--- config.mk ---
export PLATFORM = sky130hd
export DESIGN_NAME = instruction_fetch_flat
export DESIGN_NICKNAME = d
export VERILOG_FILES = /design/src/rtl/instruction_fetch_if.sv /design/src/rtl/instruction_fetch.sv /design/src/flat_wrapper.sv
export SDC_FILE = /design/constraint.sdc
export NUM_CORES = 1
export LEC_CHECK = 0
export CAP_MARGIN = 30
export CORE_ASPECT_RATIO = 1.1
export CORE_MARGIN = 3
export CORE_UTILIZATION = 40
export DETAILED_ROUTE_END_ITERATION = 8
export GPL_TIMING_DRIVEN = 1
export HOLD_SLACK_MARGIN = 0.03
export PLACE_DENSITY = 0.76
export SLEW_MARGIN = 20
export SYNTH_ARGS = -nofsm -noshare
export SYNTH_HDL_FRONTEND = slang
export SYNTH_SLANG_ARGS = --single-unit
--- constraint.sdc ---
create_clock -name clk -period 4.4 [get_ports clk]
set_clock_uncertainty 0.1 [all_clocks]
set_input_delay 0.88 -clock clk [delete_from_list [all_inputs] [get_ports clk]]
set_output_delay 0.88 -clock clk [all_outputs]
set_load 0.02 [all_outputs]
--- src/rtl/instruction_fetch_if.sv ---
// Fetch-stage bus bundle: instruction-memory req/ack port, decode valid/ready
// port with split fields, and the redirect input from branch/jump logic.
interface instruction_fetch_if #(
  parameter int unsigned ADDR_W = 32
);
  logic              mem_req;
  logic [ADDR_W-1:0] mem_addr;
  logic              mem_ack;
  logic [31:0]       mem_rdata;
  logic              id_ready;
  logic              id_valid;
  logic [31:0]       instr;
  logic [5:0]        OPcode;
  logic [4:0]        rs;
  logic [4:0]        rt;
  logic [4:0]        rd;
  logic [4:0]        shamt;
  logic [5:0]        funct;
  logic [ADDR_W-1:0] pc_out;
  logic              redirect_en;
  logic [ADDR_W-1:0] redirect_pc;

  // fetch unit side
  modport master (
    output mem_req, mem_addr, id_valid, instr, OPcode, rs, rt, rd, shamt, funct, pc_out,
    input  mem_ack, mem_rdata, id_ready, redirect_en, redirect_pc
  );

  // memory / decode / branch side
  modport slave (
    input  mem_req, mem_addr, id_valid, instr, OPcode, rs, rt, rd, shamt, funct, pc_out,
    output mem_ack, mem_rdata, id_ready, redirect_en, redirect_pc
  );
endinterface

--- src/rtl/instruction_fetch.sv ---
// Instruction fetch stage: PC, req/ack fetch from instruction memory, instruction
// register with valid/ready hand-off to decode, and PC redirect.
module instruction_fetch #(
  parameter int unsigned       ADDR_W   = 32,
  parameter logic [ADDR_W-1:0] RESET_PC = '0,
  parameter int unsigned       PC_STEP  = 4
) (
  input logic                 clk,
  input logic                 rst,
  instruction_fetch_if.master bus
);

  localparam int unsigned INSTR_W = 32;
  localparam int unsigned OP_W    = 6;

  typedef enum logic [1:0] {IDLE, REQ, HOLD} state_t;

  state_t               state, state_d;
  logic [ADDR_W-1:0]    pc, pc_d;
  logic [ADDR_W-1:0]    pc_out_q, pc_out_d;
  logic [INSTR_W-1:0]   instr_q, instr_d;
  logic [OP_W-1:0]      opcode_q, opcode_d;
  logic                 id_valid_q, id_valid_d;
  logic                 mem_req_q, mem_req_d;

  always_ff @(posedge clk or posedge rst) begin
    if (rst) state <= IDLE;
    else     state <= state_d;
  end

  // Next state and next register values; redirect overrides ack and ready.
  always_comb begin
    state_d    = state;
    pc_d       = pc;
    pc_out_d   = pc_out_q;
    instr_d    = instr_q;
    id_valid_d = id_valid_q;
    mem_req_d  = mem_req_q;
    if (bus.redirect_en) begin
      pc_d       = {bus.redirect_pc[ADDR_W-1:2], 2'b00};
      id_valid_d = 1'b0;
      mem_req_d  = 1'b1;
      state_d    = REQ;
    end else begin
      unique case (state)
        IDLE: begin
          mem_req_d = 1'b1;
          state_d   = REQ;
        end
        REQ: begin
          if (bus.mem_ack) begin
            instr_d    = bus.mem_rdata;
            pc_out_d   = pc;
            pc_d       = pc + ADDR_W'(PC_STEP);
            id_valid_d = 1'b1;
            mem_req_d  = 1'b0;
            state_d    = HOLD;
          end
        end
        HOLD: begin
          if (bus.id_ready) begin
            id_valid_d = 1'b0;
            mem_req_d  = 1'b1;
            state_d    = REQ;
          end
        end
        default: begin
          id_valid_d = 1'b0;
          mem_req_d  = 1'b0;
          state_d    = IDLE;
        end
      endcase
    end
    // All-ones opcode steers control into its default word while nothing is valid
    opcode_d = id_valid_d ? instr_d[31:26] : {OP_W{1'b1}};
  end

  always_ff @(posedge clk or posedge rst) begin
    if (rst) begin
      pc         <= RESET_PC;
      pc_out_q   <= '0;
      instr_q    <= '0;
      opcode_q   <= {OP_W{1'b1}};
      id_valid_q <= 1'b0;
      mem_req_q  <= 1'b0;
    end else begin
      pc         <= pc_d;
      pc_out_q   <= pc_out_d;
      instr_q    <= instr_d;
      opcode_q   <= opcode_d;
      id_valid_q <= id_valid_d;
      mem_req_q  <= mem_req_d;
    end
  end

  assign bus.mem_req  = mem_req_q;
  assign bus.mem_addr = pc;
  assign bus.id_valid = id_valid_q;
  assign bus.instr    = instr_q;
  assign bus.OPcode   = opcode_q;
  assign bus.rs       = instr_q[25:21];
  assign bus.rt       = instr_q[20:16];
  assign bus.rd       = instr_q[15:11];
  assign bus.shamt    = instr_q[10:6];
  assign bus.funct    = instr_q[5:0];
  assign bus.pc_out   = pc_out_q;

endmodule
--- src/flat_wrapper.sv ---
// flat-port wrapper written by rule: the top's interface ports become plain ports
module instruction_fetch_flat 
#(
  parameter int unsigned       ADDR_W   = 32,
  parameter logic [ADDR_W-1:0] RESET_PC = '0,
  parameter int unsigned       PC_STEP  = 4
)
  (clk, rst, bus_mem_req, bus_mem_addr, bus_id_valid, bus_instr, bus_OPcode, bus_rs, bus_rt, bus_rd, bus_shamt, bus_funct, bus_pc_out, bus_mem_ack, bus_mem_rdata, bus_id_ready, bus_redirect_en, bus_redirect_pc);
  instruction_fetch_if #(.ADDR_W(ADDR_W)) bus_i ();
  input logic clk;
  input logic rst;
  output wire logic [$bits(bus_i.mem_req)-1:0] bus_mem_req;
  output wire logic [$bits(bus_i.mem_addr)-1:0] bus_mem_addr;
  output wire logic [$bits(bus_i.id_valid)-1:0] bus_id_valid;
  output wire logic [$bits(bus_i.instr)-1:0] bus_instr;
  output wire logic [$bits(bus_i.OPcode)-1:0] bus_OPcode;
  output wire logic [$bits(bus_i.rs)-1:0] bus_rs;
  output wire logic [$bits(bus_i.rt)-1:0] bus_rt;
  output wire logic [$bits(bus_i.rd)-1:0] bus_rd;
  output wire logic [$bits(bus_i.shamt)-1:0] bus_shamt;
  output wire logic [$bits(bus_i.funct)-1:0] bus_funct;
  output wire logic [$bits(bus_i.pc_out)-1:0] bus_pc_out;
  input wire logic [$bits(bus_i.mem_ack)-1:0] bus_mem_ack;
  input wire logic [$bits(bus_i.mem_rdata)-1:0] bus_mem_rdata;
  input wire logic [$bits(bus_i.id_ready)-1:0] bus_id_ready;
  input wire logic [$bits(bus_i.redirect_en)-1:0] bus_redirect_en;
  input wire logic [$bits(bus_i.redirect_pc)-1:0] bus_redirect_pc;
  assign bus_mem_req = bus_i.mem_req;
  assign bus_mem_addr = bus_i.mem_addr;
  assign bus_id_valid = bus_i.id_valid;
  assign bus_instr = bus_i.instr;
  assign bus_OPcode = bus_i.OPcode;
  assign bus_rs = bus_i.rs;
  assign bus_rt = bus_i.rt;
  assign bus_rd = bus_i.rd;
  assign bus_shamt = bus_i.shamt;
  assign bus_funct = bus_i.funct;
  assign bus_pc_out = bus_i.pc_out;
  assign bus_i.mem_ack = bus_mem_ack;
  assign bus_i.mem_rdata = bus_mem_rdata;
  assign bus_i.id_ready = bus_id_ready;
  assign bus_i.redirect_en = bus_redirect_en;
  assign bus_i.redirect_pc = bus_redirect_pc;
  instruction_fetch #(.ADDR_W(ADDR_W), .RESET_PC(RESET_PC), .PC_STEP(PC_STEP)) u_core (.clk(clk), .rst(rst), .bus(bus_i));
endmodule
==> metrics.txt <==
outcome completed; area of the die about 0.013 mm2; drt total wl between 10 and 15 mm; Max stage delay on crit path roughly 580 ps; worst min-delay path startpoint u_core.bus.pc_out[19]; wire per inst between 15 and 20 um; vias 3613; DRT Pass-1 Iters 4; Initial Util 0.415; power density over the cells a little under 500 mW/mm2; critical path cell sequence clkdlybuf4s50_1 > nand3b_1 > nor2_4 > buf_4 > mux2_2; crit path launch type input port; #FFs+latches synth just over 100; fin. max-slew vios 0; Synth Instances around 390; kind of critical path input port to flip-flop; Clock Latency Late Sink 330 ps; Die Height between 100 and 150 um; LEAKAGE approximately 0.0027 uW; cts hold-fix bufs 0; M3 GR Usage 0.0350; CP Capture Type flip-flop; post-DP HPWL 8.46 mm; RSZ-0062 raised after global routing no; FF-to-FF End u_core.bus.mem_addr[26]; layout cells sized above 1 0.173; Hold Crit Depth 1; final period utilization 0.639; number of I/O pins between 150 and 200; CP top delay family buffers and inverters; Layout area overhead 48.0%; slowest cell on the critical path nor2_4; DRT antenna net count 0; Arr. time, crit path approximately 3000 ps; met1 global-route usage 0.233; CTS tree done; GR peak layer met2; GP Congestion 0.773; worst hold path endpoint u_core.bus.pc_out[19]; VDD IR-drop max about 0.00023 V; Critical Path RT 4520 ps; largest net degree at the start of global routing 64; Sinks on Clock Net 101; met2 Use GR 0.313; H-tree level count 3; Core Box Area ~0.011 mm2; antenna violations before repair 0; crit path max fanout 24; row count 40; FMAX between 300 and 400 MHz; Worst Hold Class flip-flop to flip-flop; Avg Cell Area, Syn between 10 and 15 um2; Post-layout nets 620; Slew HR 0.481; clock root buffer clkbuf_16; Total Neg Setup Slack 0 ps; CTS buffer count 9; sequential cell area fraction in the yosys report 0.549; Post-route DRC 0; Syn Std Cell Area 0.00462 mm2; YS warnings 0; Final Hold Viols 0; Slew @ Worst Pin just under 800 ps; launching point of the worst reg2reg path u_core.bus.mem_addr[2]; clk slew on worst S/H paths 70 ps; Tmin final ~2800 ps; asr flop ratio synth 1.00; first-pass GRT wire length 18.8 mm; Netlist cell types 40; Worst R2R Setup Slack about 2100 ps; setup bufs post-CTS 0; global route overflow 0; Die X-Extent between 100 and 150 um; clk buf depth 2; final setup vio count 0; # resized after CTS 0; antenna cells 0; max-cap violations 0; Buf/Inv on CP 2; vias per inst slightly above 5; Top FF cell, synth dfrtp_1; I/O Buffers about 190; Hold WS 409 ps; worst r2r path cells 5; GRT Overall Usage 0.182; initial drt markers roughly 200; Post-synth EDFFs 0; vias in the first global route between 3000 and 4000
-- synthesized netlist by cell type, types with 2 or more instances --
cell type / n / area, um2
dfrtp_1: 95 / 2380
mux2_2: 63 / 709
buf_4: 30 / 225
nand2_1: 24 / 90.1
o21ai_0: 18 / 90.1
nor2_1: 17 / 63.8
a31oi_1: 16 / 100
or4_1: 13 / 97.6
nand3_1: 12 / 60.1
o31ai_1: 11 / 82.6
clkbuf_1: 8 / 30.0
buf_2: 7 / 35.0
nand4_1: 7 / 43.8
xnor2_1: 7 / 61.3
a211o_1: 6 / 52.6
dfstp_2: 6 / 158
and4_1: 5 / 43.8
or3_1: 5 / 31.3
inv_1: 4 / 15.0
and3_1: 3 / 18.8
xor2_1: 3 / 26.3
and2_1: 2 / 12.5
and4b_1: 2 / 20.0
nand2b_1: 2 / 12.5
nor4_1: 2 / 12.5
o211ai_1: 2 / 15.0
o31a_1: 2 / 17.5
-- flip-flops by register name, indices dropped and copies added, names as in the netlist --
signal	flops
u_core.bus.OPcode	6
u_core.bus.instr	32
u_core.bus.pc_out	30
u_core.state	2
u_core.bus.id_valid	1
u_core.bus.mem_addr	30
-- per-stage QoR --
step | power [uW] | setup slack (ps) | cells | area, um2 | util
detailed placement | 2400 | 1210 | 686 | 6480 | 0.583
CTS | 3330 | 1560 | 702 | 6830 | 0.615
floorplan | 1870 | 783 | 388 | 4630 | -
global placement | 2370 | 1270 | 686 | 6480 | 0.583
finish | 3290 | 1590 | 702 | 6830 | 0.615
global route | 3440 | 1480 | 702 | 6830 | 0.615
-- power breakdown --
group | leakage [uW] | switching [uW] | internal [uW]
Sequential | 0.00117 | 140 | 1110
Clock | 0.000173 | 328 | 586
Combinational | 0.00136 | 529 | 594
-- layout by cell type (no fill, tap or decap), types with 2 or more instances in the layout --
cell type / n
clkbuf_16: 9
nand2_1: 24
o31ai_1: 11
and3_1: 3
xor2_1: 3
or3_1: 5
and4b_1: 2
bufinv_16: 3
nor4_1: 2
a31oi_1: 16
a211o_1: 6
and2_1: 2
nand3_1: 12
mux2_2: 63
dfstp_2: 6
dfrtp_1: 95
xnor2_1: 7
clkdlybuf4s50_1: 192
o211ai_1: 2
nand4_1: 7
conb_1: 4
inv_1: 3
o21ai_0: 18
nand2b_1: 2
buf_4: 6
and4_1: 5
nor2_1: 17
clkbuf_8: 2
o31a_1: 2
or4_1: 13
-- cells by family (layout without fill, tap and decap cells) --
logic type	Yosys count	count (layout)	share of synthesized area
other	1	4	0.000812
buffers and inverters	52	219	0.0702
DFF	101	101	0.549
xor gates and xnor gates	10	10	0.0190
AOI/OAI and AO/OA	56	56	0.0786
and+or+nand+nor	100	100	0.124
adders and majority gates	1	1	0.00271
muxes	64	64	0.156
-- worst reg2reg max path, delay by kind of cell, from the launching register on --
family / cells / cell delay, ps
compound gates: 1 / 170
simple gates: 3 / 1330
flops: 1 / 490
fa+ha+maj: 1 / 190
-- metal layers --
metal  vias to the layer above  wire length [um]
li1                       1695                 -
met1                      1799              4790
met2                       109              5970
met3                        10               717
met4                         0               123
met5                         -                 0
-- worst max path at each step --
stage                      from                      end  slack [ps]  cells after the start
global placement    bus_mem_ack      u_core.bus.instr[2]        1270                      5
CTS                 bus_mem_ack     u_core.bus.instr[15]        1560                      5
global route        bus_mem_ack  u_core.bus.mem_addr[30]        1480                      5
floorplan                   rst      u_core.bus.id_valid         780                      1
finish              bus_mem_ack     u_core.bus.instr[17]        1590                      5
detailed placement  bus_mem_ack     u_core.bus.instr[17]        1210                      5
-- final cells by class --
cell class	count	area [um2]
clock buffer	12	256
fill	928	4280
timing repair buffer	198	1970
multi-input combinational	235	1770
inverter	5	21.3
clock inverter	4	95.1
sequential	101	2530
tap	147	184
Power figures use the tool's default switching activity.
